$ cat src/rtl/servo_pkg.sv
// servo_pkg: shared constants, FSM state type and position helpers for the
// servo PWM generator.
//   POS_MAX / POS_RESET : angle limit and reset angle (degrees)
//   *_DEF               : default parameter values for servo_pwm_gen
//   servo_state_e       : OFF / HIGH / LOW frame states
//   clamp_pos           : limit a requested angle to 0..POS_MAX
//   slew_step           : move an angle toward a target by at most 'step'
package servo_pkg;

    localparam int POS_MAX        = 180;
    localparam int POS_RESET      = 50;

    localparam int CLK_PER_US_DEF = 50;
    localparam int FRAME_US_DEF   = 20000;
    localparam int MIN_US_DEF     = 500;
    localparam int US_PER_DEG_DEF = 10;
    localparam int SLEW_DEG_DEF   = 2;

    typedef enum logic [1:0] {
        OFF  = 2'd0,
        HIGH = 2'd1,
        LOW  = 2'd2
    } servo_state_e;

    function automatic logic [7:0] clamp_pos(input logic [7:0] p);
        return (p > 8'(POS_MAX)) ? 8'(POS_MAX) : p;
    endfunction

    // cur and tgt are both <= POS_MAX, so cur+step only happens when it stays
    // below tgt and cur-step only when it stays above tgt: no wrap possible.
    function automatic logic [7:0] slew_step(input logic [7:0] cur,
                                             input logic [7:0] tgt,
                                             input logic [7:0] step);
        if (tgt > cur)
            return ((tgt - cur) > step) ? (cur + step) : tgt;
        else
            return ((cur - tgt) > step) ? (cur - step) : tgt;
    endfunction

endpackage

$ cat src/rtl/servo_pwm_gen_if.sv
// servo_pwm_gen_if: control/status bundle of the servo PWM generator.
//   pos         : target angle in degrees (controller -> generator)
//   enable      : allow PWM frames to run (controller -> generator)
//   pwm         : servo control pulse (generator -> controller)
//   frame_start : one-cycle strobe on the first clock of each frame
//   pos_applied : angle latched for the current frame
// master = the controller side, slave = the generator.
interface servo_pwm_gen_if;
    logic [7:0] pos;
    logic       enable;
    logic       pwm;
    logic       frame_start;
    logic [7:0] pos_applied;

    modport master (output pos, enable, input  pwm, frame_start, pos_applied);
    modport slave  (input  pos, enable, output pwm, frame_start, pos_applied);
endinterface

$ cat src/rtl/servo_tick_gen.sv
// servo_tick_gen: microsecond prescaler.
//   clk, rst_n : clock, asynchronous active-low reset
//   clear      : restart the count at 0 on the next edge (frame start)
//   run        : count while high, held at 0 while low
//   tick       : one-cycle pulse every CLK_PER_US clocks while running
module servo_tick_gen
    import servo_pkg::*;
#(
    parameter int CLK_PER_US = CLK_PER_US_DEF
) (
    input  logic clk,
    input  logic rst_n,
    input  logic clear,
    input  logic run,
    output logic tick
);
    localparam int CW = $clog2(CLK_PER_US + 1);

    logic [CW-1:0] cnt_q, cnt_d;

    assign tick = run && (cnt_q == CW'(CLK_PER_US - 1));

    always_comb begin
        cnt_d = cnt_q;
        if (clear || !run)
            cnt_d = '0;
        else if (tick)
            cnt_d = '0;
        else
            cnt_d = cnt_q + CW'(1);
    end

    always_ff @(posedge clk or negedge rst_n) begin
        if (!rst_n) cnt_q <= '0;
        else        cnt_q <= cnt_d;
    end
endmodule

$ cat src/rtl/servo_pwm_gen.sv
// servo_pwm_gen: hobby-servo PWM frame generator.
//   clk, rst_n : clock, asynchronous active-low reset
//   bus        : servo_pwm_gen_if.slave (pos, enable in; pwm, frame_start,
//                pos_applied out)
// Each frame lasts FRAME_US microseconds; pwm is high for
// MIN_US + pos_applied*US_PER_DEG microseconds at the start of the frame.
// The target angle is sampled and clamped only at frame start, and a frame
// always runs to completion once begun.
// Build option: define SERVO_SLEW_EN to limit the change of pos_applied to
// SLEW_DEG degrees per frame.
module servo_pwm_gen
    import servo_pkg::*;
#(
    parameter int CLK_PER_US = CLK_PER_US_DEF,
    parameter int FRAME_US   = FRAME_US_DEF,
    parameter int MIN_US     = MIN_US_DEF,
    parameter int US_PER_DEG = US_PER_DEG_DEF,
    parameter int SLEW_DEG   = SLEW_DEG_DEF
) (
    input  logic            clk,
    input  logic            rst_n,
    servo_pwm_gen_if.slave  bus
);
    // Counter width covers both the frame length and the widest pulse.
    localparam int WMAX = MIN_US + POS_MAX * US_PER_DEG;
    localparam int UMAX = (FRAME_US > WMAX) ? FRAME_US : WMAX;
    localparam int UW   = $clog2(UMAX + 1);

    servo_state_e  state_q, state_d;
    logic [UW-1:0] us_cnt_q, us_cnt_d, us_next, width_us;
    logic [7:0]    pos_applied_q, pos_applied_d, pos_tgt, pos_load;
    logic          frame_start_q, frame_start_d;
    logic          start_frame, tick, run;

    assign run = (state_q != OFF);

    servo_tick_gen #(.CLK_PER_US(CLK_PER_US)) u_tick (
        .clk   (clk),
        .rst_n (rst_n),
        .clear (start_frame),
        .run   (run),
        .tick  (tick)
    );

    assign width_us = UW'(MIN_US) + UW'(pos_applied_q) * UW'(US_PER_DEG);
    assign us_next  = us_cnt_q + UW'(1);
    assign pos_tgt  = clamp_pos(bus.pos);

`ifdef SERVO_SLEW_EN
    assign pos_load = slew_step(pos_applied_q, pos_tgt, 8'(SLEW_DEG));
`else
    assign pos_load = pos_tgt;
`endif

    always_comb begin
        state_d       = state_q;
        us_cnt_d      = us_cnt_q;
        pos_applied_d = pos_applied_q;
        start_frame   = 1'b0;
        case (state_q)
            OFF: begin
                if (bus.enable) start_frame = 1'b1;
            end
            HIGH, LOW: begin
                // us_cnt counts completed microseconds; act on the tick that
                // completes the next one so phase lengths are exact.
                if (tick) begin
                    us_cnt_d = us_next;
                    if (us_next == UW'(FRAME_US)) begin
                        if (bus.enable) begin
                            start_frame = 1'b1;
                        end else begin
                            state_d  = OFF;
                            us_cnt_d = '0;
                        end
                    end else if (state_q == HIGH && us_next >= width_us) begin
                        state_d = LOW;
                    end
                end
            end
            default: state_d = OFF;
        endcase
        if (start_frame) begin
            state_d       = HIGH;
            us_cnt_d      = '0;
            pos_applied_d = pos_load;
        end
        frame_start_d = start_frame;
    end

    always_ff @(posedge clk or negedge rst_n) begin
        if (!rst_n) begin
            state_q       <= OFF;
            us_cnt_q      <= '0;
            pos_applied_q <= 8'(POS_RESET);
            frame_start_q <= 1'b0;
        end else begin
            state_q       <= state_d;
            us_cnt_q      <= us_cnt_d;
            pos_applied_q <= pos_applied_d;
            frame_start_q <= frame_start_d;
        end
    end

    // Decoded straight from the async-reset state register so reset drops
    // the pulse immediately.
    assign bus.pwm         = (state_q == HIGH);
    assign bus.frame_start = frame_start_q;
    assign bus.pos_applied = pos_applied_q;
endmodule
$ cat src/flat_wrapper.sv
// flat-port wrapper written by rule: the top's interface ports become plain ports
module servo_pwm_gen_flat import servo_pkg::*;
#(
    parameter int CLK_PER_US = CLK_PER_US_DEF,
    parameter int FRAME_US   = FRAME_US_DEF,
    parameter int MIN_US     = MIN_US_DEF,
    parameter int US_PER_DEG = US_PER_DEG_DEF,
    parameter int SLEW_DEG   = SLEW_DEG_DEF
)
  (clk, rst_n, bus_pos, bus_enable, bus_pwm, bus_frame_start, bus_pos_applied);
  servo_pwm_gen_if bus_i ();
  input  logic clk;
  input  logic rst_n;
  input wire logic [$bits(bus_i.pos)-1:0] bus_pos;
  input wire logic [$bits(bus_i.enable)-1:0] bus_enable;
  output wire logic [$bits(bus_i.pwm)-1:0] bus_pwm;
  output wire logic [$bits(bus_i.frame_start)-1:0] bus_frame_start;
  output wire logic [$bits(bus_i.pos_applied)-1:0] bus_pos_applied;
  assign bus_i.pos = bus_pos;
  assign bus_i.enable = bus_enable;
  assign bus_pwm = bus_i.pwm;
  assign bus_frame_start = bus_i.frame_start;
  assign bus_pos_applied = bus_i.pos_applied;
  servo_pwm_gen #(.CLK_PER_US(CLK_PER_US), .FRAME_US(FRAME_US), .MIN_US(MIN_US), .US_PER_DEG(US_PER_DEG), .SLEW_DEG(SLEW_DEG)) u_core (.clk(clk), .rst_n(rst_n), .bus(bus_i));
endmodule
$ cat config.mk
export PLATFORM = sky130hd
export DESIGN_NAME = servo_pwm_gen_flat
export DESIGN_NICKNAME = d
export VERILOG_FILES = /design/src/rtl/servo_pkg.sv /design/src/rtl/servo_pwm_gen_if.sv /design/src/rtl/servo_tick_gen.sv /design/src/rtl/servo_pwm_gen.sv /design/src/flat_wrapper.sv
export SDC_FILE = /design/constraint.sdc
export NUM_CORES = 1
export LEC_CHECK = 0
export ABC_AREA = 1
export BUFFER_PORTS_ARGS = -buffer_cell sky130_fd_sc_hd__buf_2
export CORE_MARGIN = 2
export CORE_UTILIZATION = 50
export CTS_CLUSTER_DIAMETER = 100
export CTS_CLUSTER_SIZE = 25
export DETAILED_ROUTE_END_ITERATION = 10
export HOLD_SLACK_MARGIN = 0.12
export PLACE_DENSITY = 0.77
export SYNTH_ARGS = -nofsm -noshare
export SYNTH_HDL_FRONTEND = slang
export SYNTH_SLANG_ARGS = --single-unit
$ cat constraint.sdc
create_clock -name clk -period 4.1 [get_ports clk]
set_input_delay 0.82 -clock clk [delete_from_list [all_inputs] [get_ports clk]]
set_output_delay 0.82 -clock clk [all_outputs]
set_load 0.01 [all_outputs]
==> results of run 1 <==
-- worst max-delay path by stage --
stage	from	slack, ns	end
after CTS	u_core.bus.pos_applied[1]	0.45	u_core.state_q[1]
after detailed placement	u_core.bus.pos_applied[1]	0.47	u_core.state_q[1]
after floorplan	u_core.bus.pos_applied[1]	0.67	u_core.state_q[1]
after global routing	u_core.bus.pos_applied[1]	0.06	u_core.state_q[1]
after global placement	u_core.bus.pos_applied[1]	0.56	u_core.state_q[1]
final	u_core.bus.pos_applied[1]	0.44	u_core.state_q[1]
-- power by group --
group,leakage (nW),switching (W),internal [W],total [W]
clock network,0.0510,0.000124,0.000134,0.000258
registers,0.344,0,0.000316,0.000316
logic,1.28,0.0000150,0.00000628,0.0000213
total,1.67,0.000139,0.000456,0.000595
-- stage by stage --
stage,total power (W),instance area (um^2),util (%)
6_report,0.000595,2990,57.5
5_1_grt,0.000620,2990,57.5
4_1_cts,0.000602,2990,57.5
3_5_place_dp,0.000344,2900,55.7
3_3_place_gp,0.000343,2900,55.7
2_1_floorplan,0.000329,2750,-
-- final cells by class --
type,instances,area [um^2]
clock buffer,6,82.6
clock inverter,2,10.0
fill,530,2210
inverter,53,199
multi-input combinational,290,1710
sequential,32,805
tap,70,87.6
timing repair buffer,20,100
-- routing by layer --
metal / global-route usage (%) / share of wire (%)
met4: 8.25 / 1.8
met3: 3.79 / 4.0
met1: 24.7 / 45
met5: 0 / 0
met2: 35.3 / 49
-- cell usage after synthesis, types with 3 or more instances --
cell / count
xnor2_1: 5
dfrtp_1: 29
a21oi_1: 17
nor2_1: 44
nand4_1: 7
inv_1: 52
nor3_1: 3
nor2_2: 4
dfstp_2: 3
o22ai_1: 5
nand2_2: 8
nand3_1: 19
o21ai_0: 4
ha_1: 33
o21ai_2: 9
xor2_1: 12
nand2_1: 103
-- sequential cells by signal, indices dropped and copies added (netlist names) --
name                    cells
u_core.us_cnt_q            15
u_core.bus.pos_applied      8
u_core.u_tick.cnt_q         6
u_core.state_q              2
u_core.bus.frame_start      1
-- cell families after synthesis --
kind of cell             synth area share, %
other                                  0.137
flip-flops                              29.3
buffers and inverters                   8.52
AND/OR/NAND/NOR                         31.2
adder cells (fa/ha/maj)                 15.8
XOR/XNOR                                5.42
AO/OA/AOI/OAI                           9.62
-- worst max-delay path, delay by kind of cell (launching register included) --
kind | cells | cell delay [ns]
xor gates and xnor gates | 1 | 0.15
adders and majority gates | 4 | 1.26
AOI/OAI and AO/OA | 1 | 0.12
DFF | 1 | 0.58
and+or+nand+nor | 16 | 1.49
==> metrics.txt, run 1 <==
result of the run finished clean; Pwr Density 199 mW/mm^2; count of inserted antenna diode cells 0; Post-CTS Setup Bufs 0; cell with the most instances on the worst path nand2_1; post-synth top area share 26.4%; cts bufs inserted 5; number of hold buffers added after CTS 0; global-route usage over all layers 20.3%; CP max stage cell dfstp_2; number of instances in the placed design 465; number of standard cells after synthesis 380; launch point of the worst hold path u_core.u_tick.cnt_q[0]; Initial Util 52.7%; most common cell after layout, fill and taps aside nand2_1; Setup WS post-layout 0.438 ns; Clk Tree Root Cell clkbuf_8; startpoint of the worst-slack reg-to-reg timing path u_core.bus.pos_applied[1]; cells along the critical path ha_1 -> ha_1 -> fa_1 -> or3_1 -> nor2_1 -> a31oi_1 -> xnor2_1 -> ha_1 -> nand2_1 -> nor2_1 -> nand2_1 -> nand2_1 -> nand2_1 -> nand2_1 -> nand2_1 -> nand2_1 -> nand3_1 -> nand2_1 -> nand2_1 -> nand2_1 -> nand2_1 -> nor2_1; TritonCTS clock tree done; number of cells traversed by the worst hold path 1; aggregate routed wire length 5580 um; #FFs+latches synth 32; CTS H-tree lvls 2; y dimension of the die 78.1 um; initial antenna violation count 0; Routability Congestion 0.877; area of the die 0.00610 mm^2; ports placed on the boundary 21; Main synth FF type dfrtp_1; number of sinks handled by clock tree synthesis 32; Hold Crit Class reg2reg; net count of the mapped netlist 425; number of remaining DRC errors 0; filler-free cell count of the finished design 473; largest fanout of any net on the critical path 6; maximum number of pins on one net before global-route repair 33; buffers added on ports 20; cell count of the worst reg-to-reg path 22; number of max-capacitance violations reported 0; vias per cell 5.10; sort of element at the end of the critical path flip-flop; peak ir drop on the vdd network 163 uV; setup repair after global routing missed its margin false; worst slew pin tran 0.732 ns; post-route clock period utilization 89.3%; Worst path max stage delay 0.58 ns; TNS Setup 0 ns; share of cells above drive strength 1 14.4%; number of hold violations in the final report 0; initial drt markers 123; post-CTS sizing 0; biggest area consumer among synthesized cells dfrtp_1; Total Nets Final 447; worst slew margin relative to its limit 51.2%; clock-pin slew on the worst setup and hold paths 0.06 ns; worst clock skew 0.00728 ns; insertion delay of the later-clocked pin in the worst-skew pair 0.30 ns; detailed-placement wirelength estimate 4370 um; global-route congestion overflow total 0; DRT antenna net count 0; critical setup path kind reg2reg; Post-Route Hold Slack 0.494 ns; detailed-route via count 2410; Final setup viols 0; per-cell routed wire length 11.8 um; post-synthesis area per instance 7.22 um^2; fraction of registers with async set or reset after synthesis 100%; number of global-route vias before repair 2339; CP Data Required Time 4.32 ns; most used cells in the layout excluding fill and tap cells nand2_1 (103), inv_1 (52), nor2_1 (44); global-route wire length before repair 9930 um; number of placement rows 26; post-synthesis instance area 0.00275 mm^2; worst-case clock buffer depth 2; number of max-slew violations in the final report 0; kind of start point of the critical path flip-flop; post-synthesis cell type count 36; first-pass iteration count of the detailed router 4; highest clock rate 273 MHz; Placement Setup Slack 0.467 ns; sequential element share of the synthesized area 29.3%; floorplan core area 0.00520 mm^2; largest cells by area after synthesis dfrtp_1 (26%), ha_1 (15%), nand2_1 (14%), inv_1 (7.1%), nor2_1 (6.0%); RR Endpoint u_core.state_q[1]; CP Data Arrival Time 3.88 ns; slack of the worst reg-to-reg path 0.44 ns; synthesis-to-layout area growth 8.93%; number of enable flip-flop cells after synthesis 0; width of the chip 78.1 um; warnings from Yosys 0; post-route minimum period 3.66 ns; static leakage 1.67 nW; end point of the worst hold path u_core.u_tick.cnt_q[0]
Note: power is estimated with default switching activity, not from simulation.
==> inputs of run 2 (changes only) <==
--- a/config.mk
+++ b/config.mk
@@ -5,7 +5,6 @@
 export SDC_FILE = /design/constraint.sdc
 export NUM_CORES = 1
 export LEC_CHECK = 0
-export ABC_AREA = 1
 export BUFFER_PORTS_ARGS = -buffer_cell sky130_fd_sc_hd__buf_2
 export CORE_MARGIN = 2
 export CORE_UTILIZATION = 50
==> run 2 against run 1 <==
Net effect: combinational power rose to 74 times the previous value; utilization up 0.95 points; setup slack worse by 0.21 ns; largest power group is now combinational cells; sequential share of layout area rose by 0.068 points; critical endpoint unchanged.
==> metrics.txt, run 2 <==
result of the run finished clean; number of max-slew violations in the final report 0; initial drt markers 116; number of enable flip-flop cells after synthesis 0; TritonCTS clock tree done; detailed-route via count 2178; floorplan core area 0.00511 mm^2; post-route minimum period 3.87 ns; Simple-Gate Fraction of Synth Area 22.4%; post-synthesis cell type count 53; most used cells in the layout excluding fill and tap cells ha_1 (33), nor2_1 (29), dfrtp_1 (29); CP Data Arrival Time 4.06 ns; post-route clock period utilization 94.3%; post-place instance area 0.00281 mm^2; share of total power in combinational logic 69.1%; most flop-heavy register u_core.us_cnt_q; cts bufs inserted 5; clock-pin slew on the worst setup and hold paths 0.07 ns; share of cells above drive strength 1 18.6%; number of instances in the placed design 383; per-cell routed wire length 14.4 um; buffers added on ports 20; kind of start point of the critical path flip-flop; net count of the mapped netlist 342; Total Nets Final 367; insertion delay of the later-clocked pin in the worst-skew pair 0.29 ns; global-route usage over all layers 20.2%; synthesis-to-layout area growth 12.5%; count of inserted antenna diode cells 0; share of cell area taken by muxes after synthesis 0.802%; fraction of registers with async set or reset after synthesis 100%; detailed-placement wirelength estimate 4190 um; number of global-route vias before repair 2129; ports placed on the boundary 21; slack of the worst reg-to-reg path 0.23 ns; CTS H-tree lvls 2; Main synth FF type dfrtp_1; DRT antenna net count 0; width of the chip 76.8 um; switching part of the total 47.1%; critical setup path kind reg2reg; post-synth top area share 27.4%; aggregate routed wire length 5680 um; number of max-capacitance violations reported 0; switching power summed over all nets 0.00108 W; Internal 0.00121 W; worst clock skew 0.00611 ns; maximum number of pins on one net before global-route repair 33; Pwr Density 768 mW/mm^2; biggest area consumer among synthesized cells dfrtp_1; y dimension of the die 76.8 um; Final Instance Area 0.00298 mm^2; #FFs+latches synth 32; part of the total power dissipated in the clock network 10.5%; peak ir drop on the vdd network 526 uV; most common cell in the netlist ha_1; worst slew margin relative to its limit 51.2%; number of standard cells after synthesis 297; cell count of the worst reg-to-reg path 15; number of hold buffers added after CTS 0; CP Data Required Time 4.29 ns; number of hold violations in the final report 0; post-synthesis area per instance 8.93 um^2; largest fanout of any net on the critical path 3; Synth Area in Compound Gates 12.6%; global-route congestion overflow total 0; Hold Crit Class reg2reg; area of the die 0.00590 mm^2; worst slew pin tran 0.732 ns; highest clock rate 259 MHz; warnings from Yosys 0; flip-flop count of the largest register, all copies and words added 15; number of cells traversed by the worst hold path 1; largest family of logic cells by synthesized area simple AND/OR/NAND/NOR gates; adder-cell area share of the yosys netlist 16.3%; sort of element at the end of the critical path flip-flop; post-synthesis instance area 0.00265 mm^2; number of placement rows 26; most common cell after layout, fill and taps aside ha_1; first-pass iteration count of the detailed router 4; number of sinks handled by clock tree synthesis 32; vias per cell 5.54; Post-Synth XOR/XNOR Area 12.5%; Clk Tree Root Cell clkbuf_8; sequential element share of the synthesized area 30.3%; Final setup viols 0; global-route wire length before repair 9640 um; sequential group share of total power 20.4%; Initial Util 51.9%; largest cells by area after synthesis dfrtp_1 (27%), ha_1 (16%), xnor2_1 (7.3%), xor2_1 (4.6%), a21oi_1 (4.3%); TNS Setup 0 ns; Routability Congestion 0.873; number of remaining DRC errors 0; filler-free cell count of the finished design 393; most instantiated cells after synthesis ha_1 (33), dfrtp_1 (29), nor2_1 (29); worst-case clock buffer depth 2; static leakage 1.38 nW; initial antenna violation count 0
## run 2: worst max-delay path: stages, from the launching register on
cell	delay, ns
dfstp_2	0.53
ha_1	0.23
ha_1	0.23
fa_2	0.45
or3_4	0.41
o41ai_2	0.35
xor2_1	0.20
ha_1	0.28
nand4_1	0.13
nor2_1	0.07
a211oi_2	0.21
a21oi_1	0.11
o2bb2ai_1	0.18
nand2_1	0.07
o211a_1	0.12
o32ai_1	0.21
## run 2: final timing paths
path                                           start                        end
setup / recovery           u_core.bus.pos_applied[1]          u_core.state_q[1]
hold / removal                u_core.u_tick.cnt_q[0]     u_core.u_tick.cnt_q[0]
setup reg to reg           u_core.bus.pos_applied[1]          u_core.state_q[1]
hold reg to reg               u_core.u_tick.cnt_q[0]     u_core.u_tick.cnt_q[0]
max in group asynchronous                      rst_n  u_core.bus.pos_applied[7]
min in group asynchronous                      rst_n         u_core.us_cnt_q[7]
## run 2: through the flow
stage,setup slack (ns),hold slack (ns),power (W),utilization (%)
6_report,0.232,0.514,0.00229,58.4
2_1_floorplan,0.210,0.461,0.00153,-
3_5_place_dp,-0.00596,0.508,0.00180,55.1
3_3_place_gp,0.133,0.485,0.00177,55.1
4_1_cts,0.0553,0.518,0.00208,56.9
5_1_grt,-0.0172,0.542,0.00252,58.4
## run 2: routing by layer
layer / share of wire, % / up-vias / track usage, %
met5: 0 / - / 0
met4: 1.9 / 0 / 6.91
met3: 2.7 / 13 / 4.35
met2: 47 / 26 / 34.0
met1: 49 / 1041 / 25.7
li1: - / 1098 / -
## run 2: layout make-up
class                   count  area [um^2]
repair buffers             26          145
flip-flops and latches     32          805
well taps                  70         87.6
fillers                   456         2120
clock inverters             3         18.8
inverters                  20         75.1
multi-input cells         237         1780
clock buffers               5         68.8
## run 2: cells by family after synthesis
family / after synthesis
adders and majority gates: 34
DFF: 32
muxes: 2
xor gates and xnor gates: 37
AOI/OAI and AO/OA: 54
buffers and inverters: 28
and+or+nand+nor: 109
other: 1
## run 2: repair_timing
action                                  CTS  global route
gates resized for setup                   1            12
setup buffers                             0             2
endpoints found under the setup margin    1             2
gates cloned                              0             0
pin swaps                                 0             6
## run 2: power by group through the flow
stage | Sequential (W) | Combinational [W] | Clock, W
after global routing | 0.000478 | 0.00177 | 0.000270
final | 0.000466 | 0.00158 | 0.000241
after global placement | 0.000464 | 0.00131 | 0
after CTS | 0.000464 | 0.00136 | 0.000253
after detailed placement | 0.000470 | 0.00133 | 0
after floorplan | 0.000467 | 0.00107 | 0
==> inputs of run 3 (changes only) <==
--- a/config.mk
+++ b/config.mk
@@ -5,14 +5,14 @@
 export SDC_FILE = /design/constraint.sdc
 export NUM_CORES = 1
 export LEC_CHECK = 0
-export BUFFER_PORTS_ARGS = -buffer_cell sky130_fd_sc_hd__buf_2
+export BUFFER_PORTS_ARGS = -buffer_cell sky130_fd_sc_hd__clkbuf_2
 export CORE_MARGIN = 2
-export CORE_UTILIZATION = 50
+export CORE_UTILIZATION = 35
 export CTS_CLUSTER_DIAMETER = 100
 export CTS_CLUSTER_SIZE = 25
 export DETAILED_ROUTE_END_ITERATION = 10
 export HOLD_SLACK_MARGIN = 0.12
-export PLACE_DENSITY = 0.77
+export PLACE_DENSITY = 0.6
 export SYNTH_ARGS = -nofsm -noshare
 export SYNTH_HDL_FRONTEND = slang
 export SYNTH_SLANG_ARGS = --single-unit
==> run 3 against run 2 <==
Net effect: wire length is 4.4% higher; sequential cell count is the same; hold slack worse by 0.024 ns; critical path type unchanged; non-clock buffer count is 5 higher; power up 15%; critical path depth up 3; cell count rose by 8.7%; maximum frequency shrank 0.91%.
==> metrics.txt, run 3 (synthesis gave the netlist of run 2 again) <==
CP Data Arrival Time 4.06 ns; worst-case clock buffer depth 2; buffers added on ports 20; share of cells above drive strength 1 22.0%; per-cell routed wire length 13.9 um; first-pass iteration count of the detailed router 4; number of max-slew violations in the final report 0; Initial Util 36.4%; worst slew pin tran 0.794 ns; global-route congestion overflow total 0; FF+latch area 805 um^2; count of inserted antenna diode cells 0; number of fillers in the final layout 750; slack of the worst reg-to-reg path 0.20 ns; critical setup path kind reg2reg; launch point of the worst hold path u_core.u_tick.cnt_q[0]; number of instances in the placed design 416; PnR Total Power 0.00262 W; number of remaining DRC errors 0; end point of the worst hold path u_core.u_tick.cnt_q[0]; aggregate routed wire length 5920 um; most flop-heavy register u_core.us_cnt_q; most used cells in the layout excluding fill and tap cells ha_1 (32), nor2_1 (29), dfrtp_1 (29); Routability Congestion 0.826; Placement Setup Slack -0.0751 ns; floorplan core area 0.00729 mm^2; insertion delay of the later-clocked pin in the worst-skew pair 0.29 ns; highest clock rate 256 MHz; flip-flop count of the largest register, all copies and words added 15; result of the run finished clean; number of cells traversed by the worst hold path 1; filler-free cell count of the finished design 427; TritonCTS clock tree done; number of sinks handled by clock tree synthesis 32; number of hold violations in the final report 0; clock-pin slew on the worst setup and hold paths 0.07 ns; DRT antenna net count 0; Hold Crit Class reg2reg; worst slew margin relative to its limit 47.0%; number of placement rows 31; Total Nets Final 372; kind of start point of the critical path flip-flop; cell count of the worst reg-to-reg path 18; vias per cell 5.01; number of max-capacitance violations reported 0; initial drt markers 93; largest fanout of any net on the critical path 3; CTS H-tree lvls 2; width of the chip 91.0 um; initial antenna violation count 0; maximum number of pins on one net before global-route repair 33; peak ir drop on the vdd network 411 uV; Final setup viols 0; RR Endpoint u_core.state_q[1]; global-route usage over all layers 15.0%; CP Data Required Time 4.26 ns; global-route wire length before repair 10200 um; number of global-route vias before repair 2076; final core area utilization 43.4%; post-route minimum period 3.90 ns; area of combinational cells with multiple inputs 0.00185 mm^2; Clk Tree Root Cell clkbuf_8; worst clock skew 0.00457 ns; startpoint of the worst-slack reg-to-reg timing path u_core.bus.pos_applied[1]; most common cell after layout, fill and taps aside ha_1; y dimension of the die 91.0 um; sort of element at the end of the critical path flip-flop; synthesis-to-layout area growth 19.3%; detailed-route via count 2139; ports placed on the boundary 21; post-route clock period utilization 95.2%; detailed-placement wirelength estimate 4420 um; static leakage 1.44 nW; area of the die 0.00829 mm^2; Pwr Density 830 mW/mm^2; Setup WS post-layout 0.197 ns; Post-Route Hold Slack 0.490 ns; cts bufs inserted 5
==> run 3: cell types whose count changed in the layout (fill, tap and decap cells not counted), moves of 2 or more <==
cell / change
buf_2: -20
buf_4: +5
clkbuf_2: +20
clkbuf_8: +2
clkinv_2: -2
a21oi_1: -2
==> run 3: area by class of cell <==
class | instances | share of cell area (%)
clock inverter | 1 | 0.950
tap | 99 | 3.92
inverter | 20 | 2.37
clock buffer | 7 | 3.05
timing repair buffer | 31 | 5.78
multi-input combinational | 237 | 58.5
sequential | 32 | 25.4
==> run 3: through the flow <==
stage	TNS (ns)	cell area (um^2)
floorplan	0	2650
global placement	0	2880
detailed placement	-0.0751	2880
CTS	0	3040
global route	-0.00800	3160
finish	0	3160
==> run 3: metal layers <==
metal  vias up  routed length (um)  track usage (%)
li1       1102                   -                -
met2        29                2810             24.3
met5         -                   0                0
met1      1002                2910             20.3
met4         0                  69             4.92
met3         6                 135             2.66
==> run 3: repair_timing <==
item,CTS,global route
pin swaps,0,10
setup endpoints to repair,1,2
buffers inserted,0,3
hold buffers,0,0
resized for setup,6,17
endpoints found under the hold margin,0,0
==> run 3: critical path, stage by stage, from the launching register on <==
cell and delay, ns:
dfstp_2 0.55, ha_1 0.23, ha_2 0.20, fa_2 0.35
a21o_1 0.20, a21oi_4 0.21, xnor2_4 0.13, o41ai_4 0.36
xor2_1 0.11, ha_1 0.32, nand4_1 0.11, buf_4 0.15
nor3_2 0.18, o31ai_2 0.09, a21oi_2 0.15, o2bb2ai_2 0.10
nand2_1 0.07, o211a_1 0.17, o32ai_2 0.08
==> run 3: worst max-delay path by stage <==
stage                                    startpoint                 to  depth (start not counted)
final                     u_core.bus.pos_applied[1]  u_core.state_q[1]                         18
after global routing      u_core.bus.pos_applied[2]  u_core.state_q[1]                         19
after CTS                 u_core.bus.pos_applied[1]  u_core.state_q[1]                         16
after global placement    u_core.bus.pos_applied[1]  u_core.state_q[1]                         16
after detailed placement  u_core.bus.pos_applied[1]  u_core.state_q[1]                         16
after floorplan           u_core.bus.pos_applied[1]  u_core.state_q[1]                         16
==> run 3: power by group <==
group	leakage, nW	internal [W]	switching [W]	total [W]
clock network	0.0645	0.000215	0.000125	0.000339
registers	0.416	0.000387	0.0000768	0.000464
logic	0.959	0.000841	0.000981	0.00182
